File: src/rtl/ps_pkg.sv
// Shared definitions for the rotating multi-grant selector family.
package ps_pkg;

  localparam int PS_REQ_N     = 16;
  localparam int PS_GNT_W     = 2;
  // Widest grant index a slot record can carry (REQ_N up to 256).
  localparam int PS_IDX_MAX_W = 8;

  typedef struct packed {
    logic                    valid;
    logic [PS_IDX_MAX_W-1:0] idx;
  } gnt_slot_t;

  // Step one position down the priority ring, wrapping 0 -> n-1.
  function automatic int unsigned rr_dec(input int unsigned x, input int unsigned n);
    return (x == 0) ? n - 1 : x - 1;
  endfunction

endpackage

File: src/rtl/ps_rr_sel_if.sv
// Request/grant bundle between ps_rr_sel and its requesters/consumer.
interface ps_rr_sel_if
  import ps_pkg::*;
#(
  parameter int REQ_N = PS_REQ_N,
  parameter int GNT_W = PS_GNT_W
);
  localparam int IDX_W = $clog2(REQ_N);

  logic                        flush;
  logic [REQ_N-1:0]            req;
  logic                        en;
  logic                        ready;
  logic [GNT_W-1:0]            gnt_valid;
  logic [GNT_W-1:0][IDX_W-1:0] gnt_idx;
  logic [REQ_N-1:0]            gnt_mask;
  logic                        req_up;

  // Selector side.
  modport master (input flush, req, en, ready,
                  output gnt_valid, gnt_idx, gnt_mask, req_up);
  // Requester / consumer side.
  modport slave  (output flush, req, en, ready,
                  input gnt_valid, gnt_idx, gnt_mask, req_up);
endinterface

File: src/rtl/ps_rr_pick.sv
// First set bit of mask in descending wrapped order starting at ptr.
module ps_rr_pick #(
  parameter int REQ_N = 16
) (
  input  logic [REQ_N-1:0]         mask,
  input  logic [$clog2(REQ_N)-1:0] ptr,
  output logic                     valid,
  output logic [$clog2(REQ_N)-1:0] idx
);
  localparam int IDX_W = $clog2(REQ_N);

  // Scan lowest priority first so the highest-priority hit is written last;
  // REQ_N is a power of two, so index arithmetic wraps for free.
  always_comb begin
    valid = 1'b0;
    idx   = '0;
    for (int i = REQ_N - 1; i >= 0; i--) begin
      if (mask[ptr - IDX_W'(i)]) begin
        valid = 1'b1;
        idx   = ptr - IDX_W'(i);
      end
    end
  end

endmodule

File: src/rtl/ps_rr_sel.sv
// Multi-grant rotating priority selector with registered, handshaked grants.
// PS_RR_EN defined: priority pointer rotates past each accepted bundle.
// PS_RR_EN undefined: pointer fixed at REQ_N-1 (highest index first).
module ps_rr_sel
  import ps_pkg::*;
#(
  parameter int REQ_N = PS_REQ_N,
  parameter int GNT_W = PS_GNT_W
) (
  input logic          clock,
  input logic          reset_n,
  ps_rr_sel_if.master  bus
);
  localparam int IDX_W = $clog2(REQ_N);

  logic [IDX_W-1:0]            ptr;
  logic [GNT_W:0][REQ_N-1:0]   mask_c;
  logic [GNT_W-1:0]            pick_v;
  logic [GNT_W-1:0][IDX_W-1:0] pick_idx;
  gnt_slot_t [GNT_W-1:0]       pick;
  logic [REQ_N-1:0]            pick_mask;
  logic                        any_gnt;
  logic [IDX_W-1:0]            last_idx;
  logic                        load;

  assign bus.req_up = |bus.req;
  assign load       = !(|bus.gnt_valid) || bus.ready;

  // Slot k searches the requests left after slots 0..k-1 took theirs.
  assign mask_c[0] = bus.req;
  for (genvar k = 0; k < GNT_W; k++) begin : g_slot
    ps_rr_pick #(.REQ_N(REQ_N)) u_pick (
      .mask  (mask_c[k]),
      .ptr   (ptr),
      .valid (pick_v[k]),
      .idx   (pick_idx[k])
    );
    assign mask_c[k+1] = mask_c[k] & ~({{(REQ_N-1){1'b0}}, pick_v[k]} << pick_idx[k]);
    assign pick[k]     = '{valid: pick_v[k], idx: PS_IDX_MAX_W'(pick_idx[k])};
  end

  // Everything removed along the chain is exactly the set of granted bits.
  assign pick_mask = mask_c[0] & ~mask_c[GNT_W];

  // Lowest-priority grant of this pick; slots fill in order so the last valid one wins.
  always_comb begin
    any_gnt  = 1'b0;
    last_idx = '0;
    for (int k = 0; k < GNT_W; k++) begin
      if (pick[k].valid) begin
        any_gnt  = 1'b1;
        last_idx = IDX_W'(pick[k].idx);
      end
    end
  end

`ifdef PS_RR_EN
  // Move priority to just past the last grant whenever a non-empty pick is loaded.
  always_ff @(posedge clock or negedge reset_n) begin
    if (!reset_n)
      ptr <= IDX_W'(REQ_N - 1);
    else if (bus.flush)
      ptr <= IDX_W'(REQ_N - 1);
    else if (load && bus.en && any_gnt)
      ptr <= IDX_W'(rr_dec(32'(last_idx), REQ_N));
  end
`else
  assign ptr = IDX_W'(REQ_N - 1);
`endif

  // Grant bundle: flush clears, load takes the new pick (or clears if disabled),
  // otherwise the bundle is stalled waiting for ready.
  always_ff @(posedge clock or negedge reset_n) begin
    if (!reset_n) begin
      bus.gnt_valid <= '0;
      bus.gnt_idx   <= '0;
      bus.gnt_mask  <= '0;
    end else if (bus.flush) begin
      bus.gnt_valid <= '0;
      bus.gnt_idx   <= '0;
      bus.gnt_mask  <= '0;
    end else if (load) begin
      if (bus.en) begin
        bus.gnt_valid <= pick_v;
        bus.gnt_idx   <= pick_idx;
        bus.gnt_mask  <= pick_mask;
      end else begin
        bus.gnt_valid <= '0;
        bus.gnt_idx   <= '0;
        bus.gnt_mask  <= '0;
      end
    end
  end

endmodule

File: src/flat_wrapper.sv
// flat-port wrapper written by rule: the top's interface ports become plain ports
module ps_rr_sel_flat import ps_pkg::*;
#(
  parameter int REQ_N = PS_REQ_N,
  parameter int GNT_W = PS_GNT_W
)
  (clock, reset_n, bus_flush, bus_req, bus_en, bus_ready, bus_gnt_valid, bus_gnt_idx, bus_gnt_mask, bus_req_up);
  ps_rr_sel_if #(.REQ_N(REQ_N), .GNT_W(GNT_W)) bus_i ();
  input logic clock;
  input logic reset_n;
  input wire logic [$bits(bus_i.flush)-1:0] bus_flush;
  input wire logic [$bits(bus_i.req)-1:0] bus_req;
  input wire logic [$bits(bus_i.en)-1:0] bus_en;
  input wire logic [$bits(bus_i.ready)-1:0] bus_ready;
  output wire logic [$bits(bus_i.gnt_valid)-1:0] bus_gnt_valid;
  output wire logic [$bits(bus_i.gnt_idx)-1:0] bus_gnt_idx;
  output wire logic [$bits(bus_i.gnt_mask)-1:0] bus_gnt_mask;
  output wire logic [$bits(bus_i.req_up)-1:0] bus_req_up;
  assign bus_i.flush = bus_flush;
  assign bus_i.req = bus_req;
  assign bus_i.en = bus_en;
  assign bus_i.ready = bus_ready;
  assign bus_gnt_valid = bus_i.gnt_valid;
  assign bus_gnt_idx = bus_i.gnt_idx;
  assign bus_gnt_mask = bus_i.gnt_mask;
  assign bus_req_up = bus_i.req_up;
  ps_rr_sel #(.REQ_N(REQ_N), .GNT_W(GNT_W)) u_core (.clock(clock), .reset_n(reset_n), .bus(bus_i));
endmodule
File: config.mk
export PLATFORM = sky130hd
export DESIGN_NAME = ps_rr_sel_flat
export DESIGN_NICKNAME = d
export VERILOG_FILES = /design/src/rtl/ps_pkg.sv /design/src/rtl/ps_rr_sel_if.sv /design/src/rtl/ps_rr_pick.sv /design/src/rtl/ps_rr_sel.sv /design/src/flat_wrapper.sv
export SDC_FILE = /design/constraint.sdc
export NUM_CORES = 1
export LEC_CHECK = 0
export ABC_AREA = 1
export CAP_MARGIN = 25
export CORE_ASPECT_RATIO = 1.5
export CORE_MARGIN = 3
export CORE_UTILIZATION = 43
export CTS_BUF_LIST = sky130_fd_sc_hd__clkbuf_16
export CTS_CLUSTER_SIZE = 16
export DETAILED_ROUTE_END_ITERATION = 6
export HOLD_SLACK_MARGIN = 0.1
export PLACE_DENSITY_LB_ADDON = 0.15
export SLEW_MARGIN = 15
export SYNTH_ARGS = -nofsm -noshare
export SYNTH_HDL_FRONTEND = slang
export SYNTH_SLANG_ARGS = --single-unit
File: constraint.sdc
create_clock -name clock -period 1.4 [get_ports clock]
set_input_delay 0.28 -clock clock [delete_from_list [all_inputs] [get_ports clock]]
set_output_delay 0.28 -clock clock [all_outputs]
set_load 0.05 [all_outputs]
==> results.sh, run 1 <==
export IMPL_run_status="aborted with a tool error"
export IMPL_netlist_area_um2=1730
export IMPL_avgSynthCellArea_um2=6.52
export IMPL_io_pins=48
export IMPL_dpl_worst_slack_ns=-2.05
export IMPL_die_x_um=57.9
export IMPL_h_tree_depth=1
export IMPL_overflow=215
export IMPL_dp_hpwl_um=5160
export IMPL_cts_made_buffers=3
export IMPL_yosysWarningCount=0
export IMPL_syn_num_nets=287
export IMPL_die_y_um=83.8
export IMPL_syn_inst=266
export IMPL_grt_total_usage_pct=85.6
export IMPL_yosys_register_bits=26
export IMPL_endpoint_type="register data pin"
export IMPL_error="[ERROR GRT-0232] Routing congestion too high. Check the congestion heatmap in the GUI."
export IMPL_clock_sinks=26
export IMPL_grt_max_degree=27
export IMPL_ys_types=23
export IMPL_ys_seq_area_share_pct=37.5
export IMPL_dp_cells=421
export IMPL_ctsHoldBuffers=0
export IMPL_placement_cell_area_um2=3070
export IMPL_stop_stage="5_1_grt"
export IMPL_initial_utilization_pct=45.8
export IMPL_gp_congestion=0.977
export IMPL_cts_buffer_depth=2
export IMPL_num_rows=27
export IMPL_grt_worst_setup_endpoint="u_core.bus.gnt_mask[0]$_DFFE_PN0P_/D"
export IMPL_port_buffers=47
export IMPL_cts_root_buffer="clkbuf_16"
==> per-stage QoR <==
| stage | util (%) | hold slack [ns] |
|---|---|---|
| global placement | 81.1 | 0.522 |
| CTS | 93.4 | 0.295 |
| floorplan | - | -0.0156 |
| detailed placement | 81.1 | 0.530 |
==> cell usage after synthesis <==
library cell,count,share of area (%)
nand3_2,2,1.2
nand2_4,1,0.65
o22ai_1,1,0.36
a21oi_1,5,1.4
nor4_4,1,1.2
o21ai_0,16,4.6
clkbuf_1,4,0.87
nor2_2,4,1.4
nor2_1,22,4.8
inv_2,15,3.2
nand4_1,4,1.4
nor3b_1,1,0.43
a21oi_4,1,0.94
dfrtp_1,26,38
nor2_4,1,0.65
nand2_1,101,22
nand3_1,15,4.3
a31oi_1,1,0.36
o21ai_1,11,3.2
o21bai_1,4,1.7
nand4_2,2,1.4
inv_1,27,5.8
o21ai_2,1,0.51
==> layer usage <==
metal | global-route usage, % | overflow
met2 | 106 | 136
met5 | 5.95 | 0
met1 | 82.8 | 1
met3 | 58.4 | 0
met4 | 100 | 78
==> cells by family after synthesis <==
| logic type | Yosys count | share of synthesized area (%) |
|---|---|---|
| buffers and inverters | 46 | 9.96 |
| AOI/OAI and AO/OA | 40 | 13.1 |
| DFF | 26 | 37.5 |
| and+or+nand+nor | 154 | 39.4 |
==> what timing repair did <==
item	CTS
endpoints found under the setup margin	25
gates resized for setup	107
endpoints found under the hold margin	0
pin swaps	43
setup buffers	28
gates cloned	0
==> run 2: changes to the inputs <==
CORE_ASPECT_RATIO = not set   (was 1.5)
CORE_UTILIZATION = 40   (was 43)
CTS_BUF_LIST = not set   (was sky130_fd_sc_hd__clkbuf_16)
CTS_CLUSTER_SIZE = not set   (was 16)
HOLD_SLACK_MARGIN = not set   (was 0.1)
clock period = 1.8 ns   (was 1.4 ns; I/O delays follow)
==> run 2 against run 1 <==
Synthesized cell count unchanged. Area after synthesis unchanged. The flow now finishes, with violations (negative setup slack).
==> results.sh, run 2 <==
export IMPL_run_status="complete, but fails checks"
export IMPL_violations="negative setup slack"
export IMPL_slowest_delay_ns=0.23
export IMPL_core_area_um2=4090
export IMPL_syn_inst=266
export IMPL_routed_wl_um=8440
export IMPL_vias=2535
export IMPL_start_kind="input port"
export IMPL_viasPerCell=5.27
export IMPL_regMostFlops="u_core.bus.gnt_mask"
export IMPL_ys_flop_type="dfrtp_1"
export IMPL_avgSynthCellArea_um2=6.52
export IMPL_h_tree_depth=1
export IMPL_grt_max_degree=27
export IMPL_finalNetCount=453
export IMPL_cts_root_buffer="clkbuf_8"
export IMPL_clkLatencyLatePin_ns=0.28
export IMPL_power_total_uw=1710
export IMPL_critPathRequiredTime_ns=2.03
export IMPL_finClkSkew_ns=0.00539
export IMPL_final_util_pct=86.3
export IMPL_setup_ws_ns=-1.14
export IMPL_async_reset_ff_share_pct=100
export IMPL_drive_gt1_share_pct=58.0
export IMPL_slew_headroom_pct=72.4
export IMPL_synthTopCellsByArea="dfrtp_1 38%, nand2_1 22%, inv_1 5.8%"
export IMPL_synthToLayoutAreaGrowth_pct=103
export IMPL_hold_path_class="in -> reg"
export IMPL_dp_hpwl_um=4730
export IMPL_tns_ns=-19.27
export IMPL_netlist_area_um2=1730
export IMPL_num_rows=23
export IMPL_crit_type="in -> reg"
export IMPL_setup_viol=20
export IMPL_cpMostUsedCell="nand2_1"
export IMPL_final_cell_mix="134 x buf_4, 79 x nand2_1, 26 x dfrtp_1"
export IMPL_finalHoldViolations=0
export IMPL_overflow=0
export IMPL_ctsHoldBuffers=0
export IMPL_ir_worst_vdd_mv=0.362
export IMPL_p_per_area_nw_per_um2=486
export IMPL_worst_pin_slew_ns=0.414
export IMPL_cts_made_buffers=3
export IMPL_worstPathArrival_ns=3.17
export IMPL_initial_utilization_pct=42.4
export IMPL_fill_cells=229
export IMPL_clock_sinks=26
export IMPL_layout_commonest_cell="buf_4"
export IMPL_dp_cells=432
export IMPL_synth_top_area_cell="dfrtp_1"
export IMPL_cp_max_fo=8
export IMPL_largest_reg_flops=16
export IMPL_antenna_left=0
export IMPL_synth_common_cells="101 x nand2_1, 27 x inv_1, 26 x dfrtp_1"
export IMPL_first_pass_iters=4
export IMPL_multi_input_area_um2=1260
export IMPL_wl_per_cell_um=17.5
export IMPL_ys_seq_area_share_pct=37.5
export IMPL_antenna_found_initial=0
export IMPL_maxSlewViolCount=0
export IMPL_reg_top3="u_core.bus.gnt_mask x16, u_core.bus.gnt_idx x8, u_core.bus.gnt_valid x2"
export IMPL_syn_num_nets=287
export IMPL_critPathCaptureType="flip-flop"
export IMPL_finalNonFillerCells=481
export IMPL_cts_buffer_depth=2
export IMPL_yosys_register_bits=26
export IMPL_period_minus_slack_ns=2.94
export IMPL_port_buffers=47
export IMPL_grt_total_usage_pct=28.6
export IMPL_grt_pass1_vias=2442
export IMPL_ys_types=23
export IMPL_min_period_over_period_pct=164
export IMPL_seq_area_um2=651
export IMPL_die_y_um=71.8
export IMPL_holdWs_ns=0.360
export IMPL_cts_tree="yes"
export IMPL_io_pins=48
export IMPL_die_area_um2=5160
export IMPL_antenna_cells=0
export IMPL_yosysMostFrequentCell="nand2_1"
export IMPL_cap_violations=0
export IMPL_synth_edf_count=0
export IMPL_die_x_um=71.8
export IMPL_grt_pass1_wl_um=11400
export IMPL_drt_iter0_markers=218
export IMPL_yosysWarningCount=0
export IMPL_drc=0
export IMPL_rsz0062_at_grt="yes"
export IMPL_clk_pin_slew_worst_paths_ns=0.10
export IMPL_gp_congestion=0.962
export IMPL_max_freq_mhz=340
export IMPL_synth_top_area_share_pct=37.5
export IMPL_p_leak_uw=0.00187
export IMPL_slowest_stage="clkdlybuf4s15_1"
-- run 2: cell counts after synthesis --
Identical to the previous run, type by type.
-- run 2: worst max-delay path, delay by kind of cell --
family / cells / cell delay, ns
and+or+nand+nor: 29 / 2.39
buffers and inverters: 3 / 0.41
-- run 2: kinds of logic (layout without fill, tap and decap cells) --
| group | Yosys count | after routing | synth area share [%] |
|---|---|---|---|
| AO/OA/AOI/OAI | 40 | 40 | 13.1 |
| flip-flops | 26 | 26 | 37.5 |
| AND/OR/NAND/NOR | 154 | 154 | 39.4 |
| buffers and inverters | 46 | 211 | 9.96 |
-- run 2: final timing paths --
path                                                startpoint                                  end  slack (ns)  cells past startpoint
hold reg to reg             u_core.bus.gnt_mask[2]$_DFFE_PN0P_   u_core.bus.gnt_mask[2]$_DFFE_PN0P_        0.49                      2
setup reg to reg           u_core.bus.gnt_valid[1]$_DFFE_PN0P_  u_core.bus.gnt_mask[13]$_DFFE_PN0P_        0.45                      5
max in group asynchronous                              reset_n  u_core.bus.gnt_mask[11]$_DFFE_PN0P_        1.06                      2
min in group asynchronous                              reset_n   u_core.bus.gnt_mask[3]$_DFFE_PN0P_        0.46                      2
setup / recovery                                    bus_req[6]  u_core.bus.gnt_mask[10]$_DFFE_PN0P_       -1.14                     32
hold / removal                                      bus_req[5]   u_core.bus.gnt_mask[5]$_DFFE_PN0P_        0.36                      3
-- run 2: final cells by class --
class                   instances  share of cell area, %
clock buffers                   4                   1.56
well taps                      50                   1.77
inverters                      42                   5.04
multi-input cells             194                   35.7
flip-flops and latches         26                   18.4
repair buffers                165                   37.5
-- run 2: report_power, final --
group / internal [uW] / switching (uW)
registers: 606 / 13.6
logic: 303 / 393
clock network: 196 / 202
total: 1110 / 608
-- run 2: timing repair --
action / in CTS / in global routing
resized for setup: 93 / 68
setup endpoints to repair: 20 / 21
buffers inserted: 39 / 15
pin swaps: 38 / 53
cloned: 0 / 0
-- run 2: layer usage --
metal  wire length, um  part of all wire (%)  vias to the layer above  track usage [%]
met1              3320                    39                     1169             36.3
met2              4070                    48                      150             48.1
li1                  -                     -                     1170                -
met3               622                   7.4                       46             3.51
met5                 0                     0                        -                0
met4               425                   5.0                        0             13.8
-- run 2: through the flow --
stage | instance area (um^2) | worst slack, ns
after global routing | 3530 | -1.33
after CTS | 3230 | -0.898
final | 3530 | -1.14
after floorplan | 1750 | -0.726
after global placement | 2750 | -1.73
after detailed placement | 2750 | -1.69
(Power assumes the default switching activity.)
==> run 3: changes to the inputs <==
SKIP_LAST_GASP = 1   (was not set)
==> run 3 against run 2 <==
The run still ends with negative setup slack left. Sequential cell count stayed put. Fmax increased by 0.56%. Cell area decreased by 3.0%. Via count is 1.7% lower.
==> results.sh, run 3 (synthesized netlist as in run 2, its figures left out) <==
export IMPL_clock_sinks=26
export IMPL_wl_per_cell_um=16.4
export IMPL_worstReg2RegStart="u_core.bus.gnt_valid[1]$_DFFE_PN0P_"
export IMPL_critPathRequiredTime_ns=2.02
export IMPL_final_cell_mix="136 x buf_4, 83 x nand2_1, 26 x dfrtp_1"
export IMPL_cap_violations=0
export IMPL_slowest_stage="o21bai_4"
export IMPL_port_buffers=47
export IMPL_setup_ws_ns=-1.13
export IMPL_cts_buffer_depth=2
export IMPL_gp_congestion=0.962
export IMPL_antenna_left=0
export IMPL_rrSetupSlack_ns=0.48
export IMPL_num_rows=23
export IMPL_grt_pass1_vias=2408
export IMPL_finClkSkew_ns=0.00795
export IMPL_routed_wl_um=7830
export IMPL_placement_cell_area_um2=2750
export IMPL_largest_reg_flops=16
export IMPL_max_freq_mhz=342
export IMPL_first_pass_iters=4
export IMPL_p_sw_uw=589
export IMPL_tns_ns=-18.42
export IMPL_hold_path_class="in -> reg"
export IMPL_dp_hpwl_um=4730
export IMPL_viasPerCell=5.22
export IMPL_cp_max_fo=8
export IMPL_p_int_uw=1090
export IMPL_overflow=0
export IMPL_switching_share_pct=35.0
export IMPL_crit_type="in -> reg"
export IMPL_drt_iter0_markers=194
export IMPL_initial_utilization_pct=42.4
export IMPL_dp_cells=432
export IMPL_h_tree_depth=1
export IMPL_crit_cells=29
export IMPL_period_minus_slack_ns=2.93
export IMPL_grt_pass1_wl_um=11200
export IMPL_seq_area_um2=651
export IMPL_min_period_over_period_pct=163
export IMPL_violations="negative setup slack"
export IMPL_final_area_um2=3420
export IMPL_ctsHoldBuffers=0
export IMPL_io_pins=48
export IMPL_cts_made_buffers=3
export IMPL_clk_pin_slew_worst_paths_ns=0.09
export IMPL_setup_worst_path_end="u_core.bus.gnt_mask[5]$_DFFE_PN0P_"
export IMPL_slowest_delay_ns=0.20
export IMPL_reg_top3="u_core.bus.gnt_mask x16, u_core.bus.gnt_idx x8, u_core.bus.gnt_valid x2"
export IMPL_p_leak_uw=0.00183
export IMPL_start_kind="input port"
export IMPL_antenna_found_initial=0
export IMPL_drc=0
export IMPL_core_area_um2=4090
export IMPL_run_status="complete, but fails checks"
export IMPL_cts_tree="yes"
export IMPL_finalNetCount=450
export IMPL_die_x_um=71.8
export IMPL_ir_worst_vdd_mv=0.343
export IMPL_finalHoldViolations=0
export IMPL_regMostFlops="u_core.bus.gnt_mask"
export IMPL_multi_input_area_um2=1200
export IMPL_slew_headroom_pct=75.9
export IMPL_cpMostUsedCell="nand2_1"
export IMPL_vias=2493
export IMPL_worst_pin_slew_ns=0.361
export IMPL_antenna_cells=0
export IMPL_die_area_um2=5160
export IMPL_grt_total_usage_pct=28.0
export IMPL_critPathTopFamily="simple AND/OR/NAND/NOR gates"
export IMPL_grt_max_degree=27
export IMPL_dpl_worst_slack_ns=-1.69
export IMPL_worstPathArrival_ns=3.15
export IMPL_rsz0062_at_grt="yes"
export IMPL_layout_commonest_cell="buf_4"
export IMPL_setup_viol=20
export IMPL_p_seq_share_pct=36.8
export IMPL_cts_root_buffer="clkbuf_8"
export IMPL_fill_cells=258
export IMPL_synthToLayoutAreaGrowth_pct=97.3
export IMPL_crit_path_start="bus_req[3]"
export IMPL_p_comb_share_pct=39.6
export IMPL_drive_gt1_share_pct=55.4
export IMPL_clkLatencyLatePin_ns=0.28
export IMPL_p_per_area_nw_per_um2=492
export IMPL_finalNonFillerCells=478
export IMPL_rr_worst_depth=6
export IMPL_clockPowerShare_pct=23.6
export IMPL_die_y_um=71.8
export IMPL_timing_rr_end="u_core.bus.gnt_mask[3]$_DFFE_PN0P_"
export IMPL_critPathCaptureType="flip-flop"
export IMPL_worst_path_buf_inv=7
export IMPL_maxSlewViolCount=0
==> run 3: through the flow <==
| step | total power (uW) | hold slack (ns) | utilization [%] |
|---|---|---|---|
| 2_1_floorplan | 870 | 0.0644 | - |
| 3_3_place_gp | 1130 | 0.463 | 67.4 |
| 3_5_place_dp | 1130 | 0.466 | 67.4 |
| 4_1_cts | 1590 | 0.457 | 78.6 |
| 5_1_grt | 1750 | 0.395 | 83.7 |
| 6_report | 1680 | 0.379 | 83.7 |
==> run 3: worst min path at each step <==
stage | cells after the start | start | end
floorplan | 0 | reset_n | u_core.bus.gnt_idx[0]$_DFFE_PN0P_
finish | 3 | bus_req[5] | u_core.bus.gnt_mask[5]$_DFFE_PN0P_
global placement | 2 | u_core.bus.gnt_mask[2]$_DFFE_PN0P_ | u_core.bus.gnt_mask[2]$_DFFE_PN0P_
detailed placement | 2 | u_core.bus.gnt_mask[9]$_DFFE_PN0P_ | u_core.bus.gnt_mask[9]$_DFFE_PN0P_
global route | 3 | bus_req[5] | u_core.bus.gnt_mask[5]$_DFFE_PN0P_
CTS | 3 | bus_req[6] | u_core.bus.gnt_mask[6]$_DFFE_PN0P_
==> run 3: routing by layer <==
metal,routed length [um],vias to the layer above,GRT usage (%),share of wire (%)
met5,0,-,0,0
li1,-,1163,-,-
met3,496,37,3.09,6.3
met2,3870,121,48.0,49
met1,3090,1172,36.1,40
met4,367,0,10.4,4.7
==> run 3: power groups by stage <==
stage / Clock [uW] / Combinational, uW / Sequential, uW
after floorplan: 0 / 161 / 710
after global placement: 0 / 504 / 629
after detailed placement: 0 / 504 / 630
after CTS: 397 / 573 / 619
after global routing: 425 / 706 / 622
final: 397 / 667 / 620
==> run 3: cell type report <==
class	instances	share of cell area, %
Inverter	42	5.05
Timing Repair Buffer	162	37.3
Sequential cell	26	19.0
Tap cell	50	1.83
Clock buffer	4	1.61
Multi-Input combinational cell	194	35.1
==> run 3: worst reg2reg max path, stage by stage (launching register included) <==
cell     delay, ns
dfrtp_1       0.41
o21ai_0       0.22
nand2_1       0.13
buf_4         0.21
nor2_1        0.15
nand2_1       0.09
nand2_1       0.07
==> run 3: timing repair <==
item	CTS	global route
resized for setup	88	51
pin swaps	38	54
setup endpoints to repair	20	21
buffers inserted	39	10
